**src/rtl/riscv_pkg.sv**
```systemverilog
// Shared RV32 front-end definitions: NOP encoding, fetch FSM states and
// instruction field positions used by the fetch unit and the IF/ID register.
package riscv_pkg;

   localparam logic [31:0] NOP_INSTR = 32'h0000_0013;

   typedef enum logic {
      S_ISSUE = 1'b0,
      S_WAIT  = 1'b1
   } fetch_state_e;

   localparam int OP_LSB       = 0;
   localparam int OP_MSB       = 6;
   localparam int OPB5_BIT     = 5;
   localparam int FUNCT3_LSB   = 12;
   localparam int FUNCT3_MSB   = 14;
   localparam int FUNCT7B5_BIT = 30;

endpackage

```
**src/rtl/if_id_reg.sv**
```systemverilog
// IF/ID pipeline register: load, hold, flush-to-NOP, plus the decoded fields
// that feed the control unit directly.
module if_id_reg
   import riscv_pkg::*;
#(
   parameter int               XLEN     = 32,
   parameter logic [XLEN-1:0]  RESET_PC = '0
)(
   input  logic            clk,
   input  logic            reset,
   input  logic            load_i,
   input  logic            flush_i,
   input  logic [XLEN-1:0] instr_i,
   input  logic [XLEN-1:0] pc_i,
   output logic            valid_o,
   output logic [XLEN-1:0] instr_o,
   output logic [XLEN-1:0] pc_o,
   output logic [XLEN-1:0] pcplus4_o,
   output logic [6:0]      op_o,
   output logic [2:0]      funct3_o,
   output logic            funct7b5_o,
   output logic            opb5_o
);

   logic            valid_q,   valid_d;
   logic [XLEN-1:0] instr_q,   instr_d;
   logic [XLEN-1:0] pc_q,      pc_d;
   logic [XLEN-1:0] pcplus4_q, pcplus4_d;

   // Flush wins over load; a flushed slot keeps its PC so pc/pcplus4 never glitch.
   always_comb begin
      valid_d   = valid_q;
      instr_d   = instr_q;
      pc_d      = pc_q;
      pcplus4_d = pcplus4_q;
      if (flush_i) begin
         valid_d = 1'b0;
         instr_d = XLEN'(NOP_INSTR);
      end else if (load_i) begin
         valid_d   = 1'b1;
         instr_d   = instr_i;
         pc_d      = pc_i;
         pcplus4_d = pc_i + XLEN'(4);
      end
   end

   always_ff @(posedge clk) begin
      if (reset) begin
         valid_q   <= 1'b0;
         instr_q   <= XLEN'(NOP_INSTR);
         pc_q      <= RESET_PC;
         pcplus4_q <= RESET_PC + XLEN'(4);
      end else begin
         valid_q   <= valid_d;
         instr_q   <= instr_d;
         pc_q      <= pc_d;
         pcplus4_q <= pcplus4_d;
      end
   end

   assign valid_o    = valid_q;
   assign instr_o    = instr_q;
   assign pc_o       = pc_q;
   assign pcplus4_o  = pcplus4_q;
   assign op_o       = instr_q[OP_MSB:OP_LSB];
   assign funct3_o   = instr_q[FUNCT3_MSB:FUNCT3_LSB];
   assign funct7b5_o = instr_q[FUNCT7B5_BIT];
   assign opb5_o     = instr_q[OPB5_BIT];

endmodule

```
**src/rtl/instr_fetch_unit.sv**
```systemverilog
// Instruction fetch: owns the PC, issues single-outstanding requests to
// instruction memory, absorbs decode stalls in a one-entry skid, handles redirects.
module instr_fetch_unit
   import riscv_pkg::*;
#(
   parameter int               XLEN     = 32,
   parameter logic [XLEN-1:0]  RESET_PC = '0
)(
   input  logic            clk,
   input  logic            reset,
   output logic            imem_req,
   output logic [XLEN-1:0] imem_addr,
   input  logic            imem_ready,
   input  logic            imem_valid,
   input  logic [XLEN-1:0] imem_rdata,
   input  logic            pc_src,
   input  logic [XLEN-1:0] pc_target,
   input  logic            stall_d,
   output logic            valid_d,
   output logic [XLEN-1:0] instr_d,
   output logic [XLEN-1:0] pc_d,
   output logic [XLEN-1:0] pcplus4_d,
   output logic [6:0]      op_d,
   output logic [2:0]      funct3_d,
   output logic            funct7b5_d,
   output logic            opb5_d
);

   fetch_state_e    state_q,      state_d;
   logic [XLEN-1:0] fetch_pc_q,   fetch_pc_d;
   logic            drop_q,       drop_d;
   logic            skid_valid_q, skid_valid_d;
   logic [XLEN-1:0] skid_instr_q, skid_instr_d;
   logic [XLEN-1:0] skid_pc_q,    skid_pc_d;

   logic            decode_accept;
   logic            issue;
   logic [XLEN-1:0] fetch_pc_inc;
   logic [XLEN-1:0] target_aligned;
   logic            ifid_load;
   logic            ifid_flush;
   logic [XLEN-1:0] ifid_instr;
   logic [XLEN-1:0] ifid_pc;

   assign decode_accept  = !valid_d || !stall_d;
   assign fetch_pc_inc   = fetch_pc_q + XLEN'(4);
   assign target_aligned = pc_target & ~XLEN'(3);

   always_comb begin
      state_d      = state_q;
      fetch_pc_d   = fetch_pc_q;
      drop_d       = drop_q;
      skid_valid_d = skid_valid_q;
      skid_instr_d = skid_instr_q;
      skid_pc_d    = skid_pc_q;
      issue        = 1'b0;
      imem_addr    = fetch_pc_q;
      ifid_load    = 1'b0;
      ifid_instr   = skid_instr_q;
      ifid_pc      = skid_pc_q;

      unique case (state_q)
         S_ISSUE: begin
            // The skid must drain before anything new is requested.
            issue = !skid_valid_q && !reset;
            if (pc_src) begin
               fetch_pc_d   = target_aligned;
               skid_valid_d = 1'b0;
               // An old-PC request slipping through this cycle is discarded on return.
               if (issue && imem_ready) begin
                  state_d = S_WAIT;
                  drop_d  = 1'b1;
               end
            end else begin
               if (issue && imem_ready) begin
                  state_d = S_WAIT;
               end
               if (skid_valid_q && decode_accept) begin
                  ifid_load    = 1'b1;
                  skid_valid_d = 1'b0;
               end
            end
         end

         S_WAIT: begin
            if (pc_src) begin
               fetch_pc_d   = target_aligned;
               skid_valid_d = 1'b0;
               if (imem_valid) begin
                  drop_d  = 1'b0;
                  state_d = S_ISSUE;
               end else begin
                  drop_d  = 1'b1;
               end
            end else if (imem_valid && drop_q) begin
               drop_d  = 1'b0;
               state_d = S_ISSUE;
            end else if (imem_valid) begin
               fetch_pc_d = fetch_pc_inc;
               if (decode_accept) begin
                  ifid_load  = 1'b1;
                  ifid_instr = imem_rdata;
                  ifid_pc    = fetch_pc_q;
                  // Overlap the next request with this response for full throughput.
                  issue      = !reset;
                  imem_addr  = fetch_pc_inc;
                  state_d    = (issue && imem_ready) ? S_WAIT : S_ISSUE;
               end else begin
                  skid_valid_d = 1'b1;
                  skid_instr_d = imem_rdata;
                  skid_pc_d    = fetch_pc_q;
                  state_d      = S_ISSUE;
               end
            end
         end

         default: begin
            state_d = S_ISSUE;
         end
      endcase

      ifid_flush = pc_src || (decode_accept && !ifid_load);
   end

   assign imem_req = issue;

   always_ff @(posedge clk) begin
      if (reset) begin
         state_q      <= S_ISSUE;
         fetch_pc_q   <= RESET_PC;
         drop_q       <= 1'b0;
         skid_valid_q <= 1'b0;
         skid_instr_q <= XLEN'(NOP_INSTR);
         skid_pc_q    <= RESET_PC;
      end else begin
         state_q      <= state_d;
         fetch_pc_q   <= fetch_pc_d;
         drop_q       <= drop_d;
         skid_valid_q <= skid_valid_d;
         skid_instr_q <= skid_instr_d;
         skid_pc_q    <= skid_pc_d;
      end
   end

   if_id_reg #(
      .XLEN     (XLEN),
      .RESET_PC (RESET_PC)
   ) u_if_id_reg (
      .clk        (clk),
      .reset      (reset),
      .load_i     (ifid_load),
      .flush_i    (ifid_flush),
      .instr_i    (ifid_instr),
      .pc_i       (ifid_pc),
      .valid_o    (valid_d),
      .instr_o    (instr_d),
      .pc_o       (pc_d),
      .pcplus4_o  (pcplus4_d),
      .op_o       (op_d),
      .funct3_o   (funct3_d),
      .funct7b5_o (funct7b5_d),
      .opb5_o     (opb5_d)
   );

endmodule

```
**config.mk**
```make
export PLATFORM = sky130hd
export DESIGN_NAME = instr_fetch_unit
export DESIGN_NICKNAME = d
export VERILOG_FILES = /design/src/rtl/riscv_pkg.sv /design/src/rtl/if_id_reg.sv /design/src/rtl/instr_fetch_unit.sv
export SDC_FILE = /design/constraint.sdc
export NUM_CORES = 1
export LEC_CHECK = 0
export BUFFER_PORTS_ARGS = -buffer_cell sky130_fd_sc_hd__clkbuf_2
export CORE_MARGIN = 1
export CORE_UTILIZATION = 57
export CTS_BUF_LIST = sky130_fd_sc_hd__clkbuf_4
export DETAILED_ROUTE_END_ITERATION = 12
export GPL_ROUTABILITY_DRIVEN = 0
export PLACE_DENSITY_LB_ADDON = 0.08
export SYNTH_ARGS = -nofsm -noshare
export SYNTH_HDL_FRONTEND = slang
export SYNTH_HIERARCHICAL = 1
export SYNTH_SLANG_ARGS = --single-unit
```
**constraint.sdc**
```tcl
create_clock -name clk -period 4.5 [get_ports clk]
set_input_delay 0.225 -clock clk [delete_from_list [all_inputs] [get_ports clk]]
set_output_delay 0.225 -clock clk [all_outputs]
set_load 0.02 [all_outputs]
```
Word level (Yosys, flattened, before mapping) --
Cells that the tools add are included. Widths: inputs -> output; s select.
Word-level totals: bits in registers 196, bits of input ports 70, output and inout bits 142, word-level logic and storage cells 95
Cells by class: $add $sub $neg 2, equality and inequality tests 7, mux-type cells 52, bitwise operators 5, reductions and logical operators 19
Operator list (count):
- $mux 32 | 19
- $add 32x3->32 const B | 2
- $pmux 32 s2 | 1
- $mux 1 | 27
- $ne 3x3->1 const B | 4
- $pmux 1 s2 | 5
- $logic_and 1x1->1 | 6
- $reduce_and 3->1 | 2
- $logic_not 1->1 | 5
- $not 1->1 | 5
- $reduce_and 5->1 | 1
- $ne 2x2->1 const B | 2
- $reduce_and 4->1 | 1
- $ne 3x2->1 const B | 1
- $logic_or 1x1->1 | 2
- $reduce_and 2->1 | 1
- $reduce_or 2->1 | 1

Longest topological paths before layout --
Gate-level depths: netlist of the first run.
word-level depth 12, gate-level depth with buffers 14, gate-level depth less buffers 9

By module --
The synthesis of the first run kept the hierarchy.
By module, submodules not included:
- instr_fetch_unit | instances 1, cells an instance 831, area each 5642.9 µm², sequential area each 1901.8 µm²
- if_id_reg | instances 1, cells an instance 457, area each 3933.8 µm², sequential area each 1901.8 µm²

Least setup slack after synthesis of the first run --
No wires, ideal clock.
path type reg-to-reg, from register state_q, to register u_if_id_reg.pcplus4_q[26], in the netlist u_if_id_reg/pcplus4_o[26], library setup time 0.074 ns, arrival time 3.238 ns, required time 4.426 ns, slack 1.188 ns, stages on the path, launching flop included 15, path buffers 5, cells stage by stage dfxtp_1 buf_2 and3b_2 clkbuf_4 nand2_1 buf_2 buf_1 nand2_1 nand2_1 ha_1 nand3_2 or4_1 buf_2 or4_1 a31oi_1
RTL lines:
- from (decl) | line instr_fetch_unit.sv:29 | fetch_state_e state_q, state_d;
- from (signal assigned) | line instr_fetch_unit.sv:136 | state_q <= state_d;
- $mux 32 | line instr_fetch_unit.sv:62 | unique case (state_q)
- named net ifid_pc[2] | line instr_fetch_unit.sv:43 | logic [XLEN-1:0] ifid_pc;
- $add 32x3->32 | line if_id_reg.sv:43 | pcplus4_d = pc_i + XLEN'(4);
- to (signal assigned) | line if_id_reg.sv:52 | pcplus4_q <= RESET_PC + XLEN'(4);
- to (signal assigned) | line if_id_reg.sv:57 | pcplus4_q <= pcplus4_d;
- to (decl) | line if_id_reg.sv:28 | logic [XLEN-1:0] pcplus4_q, pcplus4_d;
The timed path passes the listed nets, and every way through them passes these cells. A chain may end at the register's enable or synchronous reset.

Final worst setup path of the first run --
Same ends and word-level chain as after synthesis.

==> impl_summary.txt, run 1 <==
----------------------------------------------------
[Outcome]
  Result of the run ... finished, final reports clean

[STA]
  Final count of negative-setup-slack endpoints ... 0
  Transition at the pin with the smallest max-transition slack ... 1.06 ns
  Final Hold Viols ... 0
  Maximum frequency from static timing analysis ... around 0.27 GHz
  Total negative slack for setup checks ... 0 ns
  Final slew viol count ... 0
  Worst-case headroom to the max-slew limit ... 29.6%
  Skew final ... between 0.015 and 0.02 ns
  Post-route clock period utilization ... ~82%
  Min Tclk post-route ... roughly 3.7 ns
  Unrepaired setup endpoints after global routing ... no
  Final worst-path setup slack ... 0.802 ns

[Critical path]
  Setup crit end kind ... flop
  Kind of launch point of the worst setup path ... flop
  Data arrival time of the critical path ... 4.21 ns
  Data required time at the worst endpoint ... between 5 and 6 ns
  Top fanout value on the critical path ... 19
  Critical path type ... reg -> reg

[Power]
  Combinational power share ... 9.6%
  Total power of the final layout ... between 2 and 3 mW
  Net switching power of the design ... between 700 and 800 µW
  Power per Cell Area ... 263 nW/µm²
  Internal portion of total power ... around 2.2 mW
  Clock network fraction of total power ... a little under a third
  Sw Ratio ... 26.9%
  Lkg Pwr ... roughly 4.6 nW
  Worst vdd ir ... ~0.19 mV
  Share of total power in sequential cells ... about three fifths

[Logic synthesis]
  Post-synthesis sequential area ratio ... between 30% and 40%
  Biggest area consumer among synthesized cells ... sky130_fd_sc_hd__dfxtp_1
  Gate count after technology mapping ... around 1,300
  Area contributors post-synth ... sky130_fd_sc_hd__dfxtp_1 40%, sky130_fd_sc_hd__nand2_1 17%, sky130_fd_sc_hd__a21oi_1 6.3%
  Portion of netlist area occupied by mux cells ... between 3 and 4%
  Compound-cell area share of the yosys netlist ... ~14%
  Adder-cell share of the synthesized area ... less than 1%
  Netlist Area Pre-Place ... 9580 µm²
  Synthesized-area fraction occupied by xor and xnor cells ... under 10%
  Number of library cell types mapped by synthesis ... 66
  Area share of the largest cell type after synthesis ... 39.7%
  Number of storage elements in the synthesis netlist ... 190
  Dominant combinational cell family by area after synthesis ... simple AND/OR/NAND/NOR gates
  Asr flop ratio synth ... 0%
  Count of flip-flops with a built-in enable after synthesis ... 0
  Warnings, synthesis ... 6
  Average size of a mapped cell ... about 7.4 µm²
  Dominant synthesized flop cell ... sky130_fd_sc_hd__dfxtp_1
  Post-synthesis simple-gate area fraction ... 30.6%

[GRT]
  Initial antenna violation count ... 0
  Global routing usage on met2 ... roughly half
  Wire length of the first global-routing pass ... a little over 40,000 µm
  Maximum number of pins on one net before global-route repair ... slightly below 90
  Total congestion overflow after global routing ... 0
  Total GRT Usage ... between 20% and 30%
  Met3 routing resource usage after global routing ... roughly 6.1%
  Met1 Use GR ... between 30% and 40%
  Most congested layer reported by global routing ... met2
  Via count of the first global-routing pass ... between 8,000 and 9,000

[CTS]
  Clock-pin slew reported for the worst setup and hold paths after clock tree synthesis ... ~0.14 ns
  Number of buffers created by CTS ... 17
  Buffers from clock root to sink, at most ... 2
  Later-pin clock latency in the skew report ... 0.58 ns
  Sink count of the clock tree ... 190
  Root buffer cell ... sky130_fd_sc_hd__clkbuf_4
  Total number of H-tree levels ... 4
  Resize count post-CTS ... 0
  CTS tree ... yes

[Detailed routing]
  Detail-routed via count per cell ... around 5.4
  Routed WL ... between 20,000 and 30,000 µm
  Count of routing violations after the opening detailed-route iteration ... roughly 650
  First-pass iteration count of the detailed router ... 5
  Total via count after detailed routing ... approximately 9,300
  Wire length per cell after detailed routing ... roughly 15 µm
  Number of nets with antenna violations after routing ... 0
  Total DRC errors in the routed layout ... 0

[Floorplan]
  Height of the die ... 132 µm
  Row count ... 47
  Number of top-level pins ... ~210
  Die Span X ... around 130 µm
  Effective utilization at floorplan ... 58.2%
  Die outline area ... roughly 17,000 µm²
  Placeable core area ... between 15,000 and 20,000 µm²

[Placement]
  Pre-CTS setup slack ... approximately 0.85 ns
  I/O Buffers ... 207
  Post-DP HPWL ... ~17,000 µm

[Cells and area]
  Ant. Diodes ... 0
  Post-synthesis to final-layout area growth ... 18.3%
  Layout Nets ... about 1,500
  Fraction of layout cells with a size suffix above 1 ... about a fifth

[Min path]
  Hold Path Class ... in -> reg

[Run]
  Reported max-cap violation count ... 0

----------------------------------------------------
## Yosys cell counts, types with 6 or more instances
library cell / instances
sky130_fd_sc_hd__nand2_1: 429
sky130_fd_sc_hd__dfxtp_1: 190
sky130_fd_sc_hd__a21oi_1: 120
sky130_fd_sc_hd__clkbuf_1: 71
sky130_fd_sc_hd__nor2_1: 66
sky130_fd_sc_hd__o21ai_0: 36
sky130_fd_sc_hd__xnor2_1: 35
sky130_fd_sc_hd__mux2i_1: 34
sky130_fd_sc_hd__nand3_1: 31
sky130_fd_sc_hd__buf_4: 23
sky130_fd_sc_hd__nand4_1: 23
sky130_fd_sc_hd__nor3_1: 16
sky130_fd_sc_hd__a31oi_1: 15
sky130_fd_sc_hd__inv_1: 15
sky130_fd_sc_hd__xor2_1: 15
sky130_fd_sc_hd__or4_1: 14
sky130_fd_sc_hd__buf_2: 10
sky130_fd_sc_hd__o31ai_1: 10
sky130_fd_sc_hd__buf_1: 9
sky130_fd_sc_hd__o21a_1: 8
sky130_fd_sc_hd__or3_1: 8
sky130_fd_sc_hd__a211oi_1: 7
sky130_fd_sc_hd__and4_1: 7
sky130_fd_sc_hd__a22oi_1: 6
sky130_fd_sc_hd__nand3b_1: 6
## cells by family (layout without fill, tap and decap cells)
group | count (synthesis) | count (layout)
flip-flops | 190 | 190
other | 1 | 4
AO/OA/AOI/OAI | 228 | 228
buffers and inverters | 138 | 331
XOR/XNOR | 51 | 51
AND/OR/NAND/NOR | 644 | 644
multiplexers | 34 | 34
adder cells (fa/ha/maj) | 2 | 2
## cells in the final DEF, fill, tap and decap left out, drive strengths merged, types with 3 or more instances in the layout
cell type and instances:
a211oi 7, a21oi 120, a22o 3, a22oi 6, a2bb2oi 3, a311oi 3, a31o 3, a31oi 15
and2 4, and3 5, and4 8, buf 18, clkbuf 225, clkinv 5, conb 4, dfxtp 190
dlygate4sd3 61, inv 19, mux2i 34, nand2 430, nand2b 5, nand3 35, nand3b 6, nand4 25
nor2 68, nor2b 5, nor3 20, nor4 5, o21a 8, o21ai 36, o311ai 3, o31ai 10
or3 8, or4 15, xnor2 35, xor2 16
## critical path: stages (launching register included)
cell	delay, ns
sky130_fd_sc_hd__dfxtp_1	0.52
sky130_fd_sc_hd__and3b_2	0.48
sky130_fd_sc_hd__and2_2	0.48
sky130_fd_sc_hd__nand2_1	0.10
sky130_fd_sc_hd__nand2_1	0.16
sky130_fd_sc_hd__ha_1	0.23
sky130_fd_sc_hd__nand3_2	0.20
sky130_fd_sc_hd__or4_1	0.76
sky130_fd_sc_hd__or4_1	0.56
sky130_fd_sc_hd__a31oi_1	0.16
## state kept, by name (all words and copies together), names as in the netlist
register               flops
u_if_id_reg/valid_o        1
skid_pc_q                 30
skid_instr_q              32
drop_q                     1
state_q                    1
u_if_id_reg/instr_o       32
u_if_id_reg/pc_o          32
u_if_id_reg/pcplus4_o     30
fetch_pc_q                30
skid_valid_q               1
## stage by stage
step                utilization, %  std cells  instance area [µm²]  hold WS (ns)
global route                  68.8       1704                11300        0.0485
floorplan                        -       1291                 9590         0.334
global placement              63.4       1612                10400         0.428
finish                        68.8       1704                11300        0.0566
detailed placement            63.4       1612                10400         0.435
CTS                           68.8       1704                11300        0.0149
## final timing paths
| path | start | to | slack, ns | depth (start not counted) |
|---|---|---|---|---|
| setup / recovery | state_q$_SDFF_PP0_ | u_if_id_reg/pcplus4_o[26]$_SDFFE_PP0P_ | 0.80 | 9 |
| hold / removal | pc_target[10] | fetch_pc_q[10]$_SDFFE_PP0P_ | 0.06 | 5 |
| setup reg to reg | state_q$_SDFF_PP0_ | u_if_id_reg/pcplus4_o[26]$_SDFFE_PP0P_ | 0.80 | 9 |
| hold reg to reg | skid_instr_q[19]$_SDFFE_PP0P_ | skid_instr_q[19]$_SDFFE_PP0P_ | 0.46 | 2 |
## routing by layer
| metal | up-vias | share of wire (%) |
|---|---|---|
| met3 | 40 | 4.7 |
| met1 | 4334 | 43 |
| li1 | 4656 | - |
| met4 | 0 | 2.3 |
| met5 | - | 0 |
| met2 | 248 | 50 |
## area by class of cell
class | instances | area (µm²)
fill | 1455 | 5140
multi-input combinational | 963 | 5120
sequential | 190 | 3800
timing repair buffer | 285 | 1790
tap | 220 | 275
clock buffer | 19 | 143
clock inverter | 12 | 136
inverter | 15 | 56.3
## power groups by stage
stage                     Sequential (mW)  Combinational (mW)  Clock, mW
after detailed placement             1.79               0.241          0
final                                1.75               0.285      0.938
after floorplan                      1.75               0.193          0
after global placement               1.79               0.240          0
after CTS                            1.75               0.284      0.963
after global routing                 1.76               0.310       1.03
## timing repair
item	in CTS	in global routing
hold buffers	61	0
endpoints found under the hold margin	93	0
setup buffers	0	0
Power figures use the tool's default switching activity.
==> run 2, diff against run 1 <==
--- a/config.mk
+++ b/config.mk
@@ -5,6 +5,7 @@
 export SDC_FILE = /design/constraint.sdc
 export NUM_CORES = 1
 export LEC_CHECK = 0
+export ABC_AREA = 1
 export BUFFER_PORTS_ARGS = -buffer_cell sky130_fd_sc_hd__clkbuf_2
 export CORE_MARGIN = 1
 export CORE_UTILIZATION = 57
==> constraint.sdc (replaced) <==
create_clock -name clk -period 3.5 [get_ports clk]
set_input_delay 0.175 -clock clk [delete_from_list [all_inputs] [get_ports clk]]
set_output_delay 0.175 -clock clk [all_outputs]
set_load 0.02 [all_outputs]
==> impl_summary.txt, run 2 <==
----------------------------------------------------
[Outcome]
  Result of the run ... finished, final reports clean (unchanged)

[Logic synthesis]
  Asr flop ratio synth ... 0% (unchanged)
  Count of flip-flops with a built-in enable after synthesis ... 0 (unchanged)
  Number of library cell types mapped by synthesis ... 34 (was 66)
  Biggest area consumer among synthesized cells ... sky130_fd_sc_hd__dfxtp_1 (unchanged)
  Average size of a mapped cell ... 6.33 µm² (was 7.44 µm²)
  Area contributors post-synth ... sky130_fd_sc_hd__dfxtp_1 39%, sky130_fd_sc_hd__nand2_1 17%, sky130_fd_sc_hd__nor2_1 8.0% (was sky130_fd_sc_hd__dfxtp_1 40%, sky130_fd_sc_hd__nand2_1 17%, sky130_fd_sc_hd__a21oi_1 6.3%)
  Warnings, synthesis ... 6 (unchanged)
  Number of storage elements in the synthesis netlist ... 190 (unchanged)
  Gate count after technology mapping ... 1,554 (was 1,288)
  Post-synthesis sequential area ratio ... 38.7% (was 39.7%)
  Leading post-synthesis cells by instance count ... 451 x sky130_fd_sc_hd__nand2_1, 209 x sky130_fd_sc_hd__nor2_1, 190 x sky130_fd_sc_hd__dfxtp_1, 141 x sky130_fd_sc_hd__a21oi_1, 129 x sky130_fd_sc_hd__inv_1 (was 429 x sky130_fd_sc_hd__nand2_1, 190 x sky130_fd_sc_hd__dfxtp_1, 120 x sky130_fd_sc_hd__a21oi_1, 71 x sky130_fd_sc_hd__clkbuf_1, 66 x sky130_fd_sc_hd__nor2_1)
  Netlist Area Pre-Place ... 9830 µm² (was 9580 µm²)
  Most numerous cell in the Yosys netlist ... sky130_fd_sc_hd__nand2_1 (unchanged)
  Area share of the largest cell type after synthesis ... 38.7% (was 39.7%)
  Dominant synthesized flop cell ... sky130_fd_sc_hd__dfxtp_1 (unchanged)

[Power]
  Power per Cell Area ... 341 nW/µm² (was 263 nW/µm²)
  Sw Ratio ... 27.8% (was 26.9%)
  Combinational power share ... 12.1% (was 9.6%)
  Clock network fraction of total power ... 31.9% (was 31.5%)
  Lkg Pwr ... 4.95 nW (was 4.55 nW)
  Worst vdd ir ... 0.199 mV (was 0.191 mV)
  Internal portion of total power ... 2.88 mW (was 2.18 mW)
  Net switching power of the design ... 1.11 mW (was 800 µW)
  Share of total power in sequential cells ... 56.0% (was 58.9%)

[CTS]
  Sink count of the clock tree ... 190 (unchanged)
  Root buffer cell ... sky130_fd_sc_hd__clkbuf_4 (unchanged)
  Later-pin clock latency in the skew report ... 0.59 ns (was 0.58 ns)
  Total number of H-tree levels ... 4 (unchanged)
  Clock-pin slew reported for the worst setup and hold paths after clock tree synthesis ... 0.16 ns (was 0.14 ns)
  Post-CTS setup buffer count ... 0 (unchanged)
  CTS tree ... yes (unchanged)
  Number of buffers created by CTS ... 17 (unchanged)
  Buffers from clock root to sink, at most ... 2 (unchanged)

[STA]
  Final Hold Viols ... 0 (unchanged)
  Maximum frequency from static timing analysis ... 0.323 GHz (was 0.270 GHz)
  Unrepaired setup endpoints after global routing ... no (unchanged)
  Skew final ... 0.0242 ns (was 0.0166 ns)
  Worst-case headroom to the max-slew limit ... 32.1% (was 29.6%)
  Final slew viol count ... 0 (unchanged)
  Final count of negative-setup-slack endpoints ... 0 (unchanged)
  Transition at the pin with the smallest max-transition slack ... 1.02 ns (was 1.06 ns)
  Total negative slack for setup checks ... 0 ns (unchanged)
  Post-route clock period utilization ... 88.5% (was 82.2%)
  Min Tclk post-route ... 3.10 ns (was 3.70 ns)

[Floorplan]
  Height of the die ... 133 µm (was 132 µm)
  Die Span X ... 133 µm (was 132 µm)
  Placeable core area ... 16,700 µm² (was 16,500 µm²)
  Effective utilization at floorplan ... 58.9% (was 58.2%)
  Die outline area ... 17,800 µm² (was 17,300 µm²)
  Number of top-level pins ... 212 (unchanged)
  Row count ... 47 (unchanged)

[GRT]
  Via count of the first global-routing pass ... 8,833 (was 8,458)
  Wire length of the first global-routing pass ... 43,300 µm (was 41,400 µm)
  Total congestion overflow after global routing ... 0 (unchanged)
  Initial antenna violation count ... 1 (was 0)
  Maximum number of pins on one net before global-route repair ... 73 (was 89)
  Total GRT Usage ... 30.0% (was 29.2%)

[Cells and area]
  Leading cell type in the layout, fill and taps excluded ... sky130_fd_sc_hd__nand2_1 (unchanged)
  Total area of multi-input combinational cells ... 5010 µm² (was 5120 µm²)
  Fraction of layout cells with a size suffix above 1 ... 15.4% (was 19.3%)
  Post-synthesis to final-layout area growth ... 18.8% (was 18.3%)
  Non-filler instance count after layout ... 1,993 (was 1,704)
  Fill cells ... 1,504 (was 1,455)
  Final design instance area without fill ... 11,700 µm² (was 11,300 µm²)
  Highest-count cells in the layout ignoring fill and taps ... 451 x sky130_fd_sc_hd__nand2_1, 209 x sky130_fd_sc_hd__nor2_1, 207 x sky130_fd_sc_hd__clkbuf_2, 190 x sky130_fd_sc_hd__dfxtp_1, 141 x sky130_fd_sc_hd__a21oi_1 (was 428 x sky130_fd_sc_hd__nand2_1, 206 x sky130_fd_sc_hd__clkbuf_2, 190 x sky130_fd_sc_hd__dfxtp_1, 120 x sky130_fd_sc_hd__a21oi_1, 66 x sky130_fd_sc_hd__nor2_1)
  Seq. cell area ... 3800 µm² (unchanged)
  Layout Nets ... 1,832 (was 1,544)

[Critical path]
  Critical path type ... reg -> reg (unchanged)
  Setup crit end kind ... flop (unchanged)
  Destination of the worst register-to-register timing path ... u_if_id_reg/pcplus4_o[23]$_SDFFE_PP0P_ (was u_if_id_reg/pcplus4_o[26]$_SDFFE_PP0P_)
  Start point of the critical path ... state_q$_SDFF_PP0_ (unchanged)
  Top fanout value on the critical path ... 72 (was 19)
  Data arrival time of the critical path ... 3.60 ns (was 4.21 ns)
  Data required time at the worst endpoint ... 4.00 ns (was 5.02 ns)
  Source of the worst register-to-register timing path ... state_q$_SDFF_PP0_ (unchanged)
  Kind of launch point of the worst setup path ... flop (unchanged)
  Register-to-register path setup slack ... 0.40 ns (was 0.80 ns)
  Last element of the critical path ... u_if_id_reg/pcplus4_o[23]$_SDFFE_PP0P_ (was u_if_id_reg/pcplus4_o[26]$_SDFFE_PP0P_)
  Reg2reg path depth ... 14 (was 9)

[Run]
  Reported max-cap violation count ... 0 (unchanged)

[Detailed routing]
  Total DRC errors in the routed layout ... 0 (unchanged)
  Total via count after detailed routing ... 10,400 (was 9,278)
  Routed WL ... 26,700 µm (was 25,300 µm)
  Number of nets with antenna violations after routing ... 0 (unchanged)
  Detail-routed via count per cell ... 5.23 (was 5.44)
  First-pass iteration count of the detailed router ... 6 (was 5)
  Wire length per cell after detailed routing ... 13.4 µm (was 14.8 µm)
  Count of routing violations after the opening detailed-route iteration ... 982 (was 647)

[Placement]
  Post-DP HPWL ... 18,100 µm (was 16,800 µm)
  DP Area ... 10,800 µm² (was 10,400 µm²)
  I/O Buffers ... 207 (unchanged)
  Total instance count after detailed placement ... 1,900 (was 1,612)

[Min path]
  Hold Path Class ... in -> reg (unchanged)

----------------------------------------------------
[run 2: cell types whose count changed after synthesis, moves of 35 or more]
| cell | change |
|---|---|
| sky130_fd_sc_hd__o21ai_0 | +78 |
| sky130_fd_sc_hd__o21ai_1 | +74 |
| sky130_fd_sc_hd__nor2_1 | +143 |
| sky130_fd_sc_hd__inv_1 | +114 |
| sky130_fd_sc_hd__clkbuf_1 | -35 |
| sky130_fd_sc_hd__nand3_1 | +43 |
[run 2: worst min path at each step]
stage | slack, ns | startpoint | endpoint | cells past startpoint
after floorplan | 0.30 | imem_rdata[0] | skid_instr_q[0]$_SDFFE_PP1P_ | 2
after global placement | 0.41 | imem_rdata[4] | skid_instr_q[4]$_SDFFE_PP1P_ | 3
after detailed placement | 0.41 | imem_rdata[4] | skid_instr_q[4]$_SDFFE_PP1P_ | 3
after CTS | 0.003 | pc_target[11] | fetch_pc_q[11]$_SDFFE_PP0P_ | 5
after global routing | 0.08 | pc_target[13] | fetch_pc_q[13]$_SDFFE_PP0P_ | 5
final | 0.04 | pc_target[11] | fetch_pc_q[11]$_SDFFE_PP0P_ | 5
[run 2: timing repair]
action / 4_1_cts / 5_1_grt
endpoints found under the setup margin: 0 / 18
resized for setup: 0 / 1
hold endpoints to repair: 92 / 0
hold buffers: 61 / 0
[run 2: final cells by class]
class / instances / share of cell area (%)
Clock buffer: 18 / 1.16
Inverter: 137 / 4.49
Sequential cell: 190 / 32.6
Antenna cell: 1 / 0.0214
Clock inverter: 13 / 1.42
Multi-Input combinational cell: 1132 / 42.9
Tap cell: 220 / 2.36
Timing Repair Buffer: 282 / 15.1
[run 2: power groups by stage]
stage / Combinational, mW / Clock, mW / Sequential, mW
2_1_floorplan: 0.280 / 0 / 2.27
3_3_place_gp: 0.414 / 0 / 2.28
3_5_place_dp: 0.419 / 0 / 2.28
4_1_cts: 0.475 / 1.30 / 2.23
5_1_grt: 0.532 / 1.39 / 2.24
6_report: 0.482 / 1.27 / 2.23
[run 2: cell families after synthesis]
kind of cell	Yosys count	share of synthesized area [%]
fa+ha+maj	2	0.254
simple gates	766	31.3
xor+xnor	9	0.802
compound gates	351	18.5
buf+inv	235	10.5
flops	190	38.7
other cells	1	0.0381
[run 2: critical path, stage by stage, from the launching register on]
cell	delay, ns
sky130_fd_sc_hd__dfxtp_1	0.38
sky130_fd_sc_hd__inv_2	0.12
sky130_fd_sc_hd__nor2_8	0.04
sky130_fd_sc_hd__inv_4	0.17
sky130_fd_sc_hd__nor2_4	0.05
sky130_fd_sc_hd__nand2_2	0.36
sky130_fd_sc_hd__nand2_1	0.21
sky130_fd_sc_hd__o21ai_0	0.57
sky130_fd_sc_hd__nor2_8	0.21
sky130_fd_sc_hd__inv_6	0.44
sky130_fd_sc_hd__nor2_1	0.13
sky130_fd_sc_hd__nand3_1	0.12
sky130_fd_sc_hd__nand3_1	0.07
sky130_fd_sc_hd__nand2_1	0.06
sky130_fd_sc_hd__inv_1	0.04
[run 2: layer usage]
metal  GRT usage (%)  part of all wire, %  wire length (µm)  vias up
met1            44.2                   48             12800     4613
met5               0                    0                 0        -
met4            8.02                  1.3               358        0
li1                -                    -                 -     5377
met3            4.41                  6.3              1690       31
met2            45.7                   45             11900      395
[run 2: metrics by stage]
step                      setup WS [ns]  hold slack, ns  power (mW)  utilization, %
after floorplan                    1.18           0.301        2.55               -
after global placement            0.357           0.406        2.69            64.5
after detailed placement          0.325           0.411        2.70            64.5
after CTS                         0.285         0.00259        4.01            69.9
after global routing             0.0517          0.0754        4.16            70.0
final                             0.401          0.0420        3.99            70.0
==> run 3, diff against run 2 <==
--- a/config.mk
+++ b/config.mk
@@ -7,6 +7,7 @@
 export LEC_CHECK = 0
 export ABC_AREA = 1
 export BUFFER_PORTS_ARGS = -buffer_cell sky130_fd_sc_hd__clkbuf_2
+export CORE_ASPECT_RATIO = 2
 export CORE_MARGIN = 1
 export CORE_UTILIZATION = 57
 export CTS_BUF_LIST = sky130_fd_sc_hd__clkbuf_4
@@ -15,5 +16,4 @@
 export PLACE_DENSITY_LB_ADDON = 0.08
 export SYNTH_ARGS = -nofsm -noshare
 export SYNTH_HDL_FRONTEND = slang
-export SYNTH_HIERARCHICAL = 1
 export SYNTH_SLANG_ARGS = --single-unit
==> impl_summary.txt, run 3 <==
----------------------------------------------------
[Outcome]
  Result of the run ... finished, final reports clean (unchanged)

[Cells and area]
  Seq. cell area ... 3760 µm² (was 3800 µm²)
  Leading cell type in the layout, fill and taps excluded ... sky130_fd_sc_hd__nor2_1 (was sky130_fd_sc_hd__nand2_1)
  Total area of multi-input combinational cells ... 5010 µm² (about the same)
  Final design instance area without fill ... 11,600 µm² (was 11,700 µm²)
  Fill cells ... 1,542 (was 1,504)
  Layout Nets ... 1,732 (was 1,832)
  Fraction of layout cells with a size suffix above 1 ... 17.9% (was 15.4%)
  Post-synthesis to final-layout area growth ... 20.1% (was 18.8%)
  Highest-count cells in the layout ignoring fill and taps ... 285 x sky130_fd_sc_hd__nor2_1, 265 x sky130_fd_sc_hd__nand2_1, 203 x sky130_fd_sc_hd__clkbuf_2, 193 x sky130_fd_sc_hd__o21ai_0, 188 x sky130_fd_sc_hd__dfxtp_1 (was 451 x sky130_fd_sc_hd__nand2_1, 209 x sky130_fd_sc_hd__nor2_1, 207 x sky130_fd_sc_hd__clkbuf_2, 190 x sky130_fd_sc_hd__dfxtp_1, 141 x sky130_fd_sc_hd__a21oi_1)

[Min path]
  Instance count along the most critical hold path ... 4 (was 5)
  Hold Path Class ... in -> reg (unchanged)

[GRT]
  Initial antenna violation count ... 1 (unchanged)
  Wire length of the first global-routing pass ... 45,500 µm (was 43,300 µm)
  Via count of the first global-routing pass ... 9,482 (was 8,833)
  Met3 routing resource usage after global routing ... 5.47% (was 4.41%)
  Met1 Use GR ... 35.1% (was 44.2%)
  Total congestion overflow after global routing ... 0 (unchanged)
  Maximum number of pins on one net before global-route repair ... 107 (was 73)
  Most congested layer reported by global routing ... met2 (unchanged)
  Total GRT Usage ... 33.2% (was 30.0%)
  Global routing usage on met2 ... 60.2% (was 45.7%)

[STA]
  Worst hold-check slack ... 0.149 ns (was 0.0420 ns)
  Post-route clock period utilization ... 91.4% (was 88.5%)
  Maximum frequency from static timing analysis ... 0.313 GHz (was 0.323 GHz)
  Final slew viol count ... 0 (unchanged)
  Final count of negative-setup-slack endpoints ... 0 (unchanged)
  Worst-case headroom to the max-slew limit ... 40.6% (was 32.1%)
  Transition at the pin with the smallest max-transition slack ... 0.891 ns (was 1.02 ns)
  Final Hold Viols ... 0 (unchanged)
  Total negative slack for setup checks ... 0 ns (unchanged)
  Unrepaired setup endpoints after global routing ... no (unchanged)
  Min Tclk post-route ... 3.20 ns (was 3.10 ns)
  Skew final ... 0.0367 ns (was 0.0242 ns)

[Floorplan]
  Die outline area ... 17,500 µm² (was 17,800 µm²)
  Die Span X ... 94.0 µm (was 133 µm)
  Number of top-level pins ... 212 (unchanged)
  Effective utilization at floorplan ... 57.9% (was 58.9%)
  Row count ... 67 (was 47)
  Height of the die ... 186 µm (was 133 µm)
  Placeable core area ... 16,700 µm² (about the same)

[Detailed routing]
  Total DRC errors in the routed layout ... 0 (unchanged)
  Number of nets with antenna violations after routing ... 0 (unchanged)
  Routed WL ... 28,600 µm (was 26,700 µm)
  Wire length per cell after detailed routing ... 15.2 µm (was 13.4 µm)
  Detail-routed via count per cell ... 5.45 (was 5.23)
  Total via count after detailed routing ... 10,300 (was 10,400)
  Count of routing violations after the opening detailed-route iteration ... 513 (was 982)
  First-pass iteration count of the detailed router ... 6 (unchanged)

[Logic synthesis]
  Gate count after technology mapping ... 1,444 (was 1,554)
  Number of storage elements in the synthesis netlist ... 188 (was 190)
  Leading post-synthesis cells by instance count ... 286 x sky130_fd_sc_hd__nor2_1, 265 x sky130_fd_sc_hd__nand2_1, 194 x sky130_fd_sc_hd__o21ai_0, 188 x sky130_fd_sc_hd__dfxtp_1, 99 x sky130_fd_sc_hd__inv_1 (was 451 x sky130_fd_sc_hd__nand2_1, 209 x sky130_fd_sc_hd__nor2_1, 190 x sky130_fd_sc_hd__dfxtp_1, 141 x sky130_fd_sc_hd__a21oi_1, 129 x sky130_fd_sc_hd__inv_1)
  Asr flop ratio synth ... 0% (unchanged)
  Most numerous cell in the Yosys netlist ... sky130_fd_sc_hd__nor2_1 (was sky130_fd_sc_hd__nand2_1)
  Biggest area consumer among synthesized cells ... sky130_fd_sc_hd__dfxtp_1 (unchanged)
  Warnings, synthesis ... 0 (was 6)
  Netlist Area Pre-Place ... 9650 µm² (was 9830 µm²)
  Area share of the largest cell type after synthesis ... 39.0% (was 38.7%)
  Average size of a mapped cell ... 6.69 µm² (was 6.33 µm²)
  Count of flip-flops with a built-in enable after synthesis ... 0 (unchanged)
  Number of library cell types mapped by synthesis ... 48 (was 34)
  Area contributors post-synth ... sky130_fd_sc_hd__dfxtp_1 39%, sky130_fd_sc_hd__nor2_1 11%, sky130_fd_sc_hd__nand2_1 10% (was sky130_fd_sc_hd__dfxtp_1 39%, sky130_fd_sc_hd__nand2_1 17%, sky130_fd_sc_hd__nor2_1 8.0%)
  Dominant synthesized flop cell ... sky130_fd_sc_hd__dfxtp_1 (unchanged)
  Post-synthesis sequential area ratio ... 39.0% (was 38.7%)

[CTS]
  Sink count of the clock tree ... 188 (was 190)
  Root buffer cell ... sky130_fd_sc_hd__clkbuf_4 (unchanged)
  Resize count post-CTS ... 0 (unchanged)
  Buffers from clock root to sink, at most ... 2 (unchanged)
  Later-pin clock latency in the skew report ... 0.56 ns (was 0.59 ns)
  CTS tree ... yes (unchanged)
  Post-CTS setup buffer count ... 0 (unchanged)
  Total number of H-tree levels ... 4 (unchanged)
  Number of buffers created by CTS ... 17 (unchanged)
  Clock-pin slew reported for the worst setup and hold paths after clock tree synthesis ... 0.15 ns (was 0.16 ns)

[Power]
  Net switching power of the design ... 1.15 mW (was 1.11 mW)
  Clock network fraction of total power ... 29.5% (was 31.9%)
  Worst vdd ir ... 0.235 mV (was 0.199 mV)
  Sw Ratio ... 29.0% (was 27.8%)
  Combinational power share ... 14.0% (was 12.1%)
  Lkg Pwr ... 5.08 nW (was 4.95 nW)
  Power per Cell Area ... 342 nW/µm² (was 341 nW/µm²)
  Share of total power in sequential cells ... 56.4% (was 56.0%)
  Internal portion of total power ... 2.82 mW (was 2.88 mW)

[Critical path]
  Slowest CP cell ... sky130_fd_sc_hd__dfxtp_1 (was sky130_fd_sc_hd__o21ai_0)
  Max incr delay on CP ... 0.48 ns (was 0.57 ns)
  Top fanout value on the critical path ... 6 (was 72)
  Critical path type ... reg -> out (was reg -> reg)
  Count of buffering cells on the critical path with inverters included ... 2 (was 4)
  Setup crit end kind ... primary output (was flop)
  Most repeated library cell on the critical path ... sky130_fd_sc_hd__nand2_1
  Cells along the critical path ... ha_1 -> nand2_1 -> inv_1 -> nand3_1 -> nor2_1 -> nand2_1 -> nor2_1 -> xor2_1 -> nand2_1 -> o21ai_0 -> clkbuf_2 (was inv_2 -> nor2_8 -> inv_4 -> nor2_4 -> nand2_2 -> nand2_1 -> o21ai_0 -> nor2_8 -> inv_6 -> nor2_1 -> nand3_1 -> nand3_1 -> nand2_1 -> inv_1)
  Data arrival time of the critical path ... 3.02 ns (was 3.60 ns)
  Critical Path Stages ... 11 (was 14)
  Cell type group with the largest total delay on the critical path ... simple AND/OR/NAND/NOR gates (unchanged)
  Reg2reg path depth ... 17 (was 14)
  Data required time at the worst endpoint ... 3.32 ns (was 4.00 ns)
  Kind of launch point of the worst setup path ... flop (unchanged)

[Placement]
  I/O Buffers ... 203 (was 207)
  DP Area ... 10,600 µm² (was 10,800 µm²)
  Post-DP HPWL ... 20,000 µm (was 18,100 µm)

[Run]
  Reported max-cap violation count ... 0 (unchanged)

----------------------------------------------------
## run 3: changes by cell type after synthesis, moves of 13 or more
cell	before	now
sky130_fd_sc_hd__xor2_1	8	21
sky130_fd_sc_hd__a21oi_1	141	82
sky130_fd_sc_hd__nand4_1	3	17
sky130_fd_sc_hd__clkbuf_1	36	62
sky130_fd_sc_hd__buf_2	31	9
sky130_fd_sc_hd__nor2_1	209	286
sky130_fd_sc_hd__o21ai_0	114	194
sky130_fd_sc_hd__nand2_1	451	265
sky130_fd_sc_hd__inv_1	129	99
sky130_fd_sc_hd__o21ai_1	74	3
## run 3: timing repair
item	CTS	global route
hold buffers	75	0
endpoints found under the setup margin	0	0
hold endpoints to repair	96	0
## run 3: final cells by class
class | count | area share, %
Timing Repair Buffer | 294 | 16.4
Sequential cell | 188 | 32.5
Antenna cell | 1 | 0.0216
Multi-Input combinational cell | 1056 | 43.2
Clock buffer | 17 | 1.10
Tap cell | 207 | 2.23
Clock inverter | 15 | 1.25
Inverter | 103 | 3.34
## run 3: layer usage
metal	vias up	part of all wire, %	wire length (µm)
li1	5122	-	-
met1	4686	37	10700
met2	377	52	14800
met3	72	5.3	1530
met4	0	5.4	1550
met5	-	0	0
## run 3: power groups by stage
stage	Sequential [mW]	Clock, mW	Combinational (mW)
floorplan	2.29	0	0.311
global placement	2.28	0	0.479
detailed placement	2.29	0	0.481
CTS	2.24	1.20	0.551
global route	2.25	1.29	0.612
finish	2.24	1.17	0.557
## run 3: final timing paths
path | slack [ns] | to | from
setup / recovery | 0.30 | imem_addr[18] | fetch_pc_q[2]$_SDFFE_PP0P_
hold / removal | 0.15 | drop_q$_SDFFE_PP0P_ | imem_valid
setup reg to reg | 0.63 | u_if_id_reg.pcplus4_o[28]$_SDFFE_PP0P_ | u_if_id_reg.valid_o$_SDFFE_PP0P_
hold reg to reg | 0.46 | skid_pc_q[31]$_SDFFE_PP0P_ | skid_pc_q[31]$_SDFFE_PP0P_
## run 3: through the flow
| stage | cells | power [mW] | util, % | setup slack, ns |
|---|---|---|---|---|
| floorplan | 1449 | 2.60 | - | 1.24 |
| global placement | 1773 | 2.76 | 63.4 | 0.672 |
| CTS | 1880 | 3.99 | 69.5 | 0.389 |
| global route | 1881 | 4.15 | 69.5 | 0.163 |
| finish | 1881 | 3.97 | 69.5 | 0.301 |
| detailed placement | 1773 | 2.77 | 63.4 | 0.662 |
## run 3: worst min-delay path: cells and delay by family
kind / cells / cell delay, ns
buf+inv: 1 / 0.14
compound gates: 3 / 0.35
## run 3: cell families after synthesis
family	count (synthesis)	share of synthesized area (%)
AND/OR/NAND/NOR	694	30.2
AO/OA/AOI/OAI	331	19.0
buffers and inverters	205	9.42
flip-flops	188	39.0
XOR/XNOR	23	2.09
adder cells (fa/ha/maj)	2	0.259
other	1	0.0388
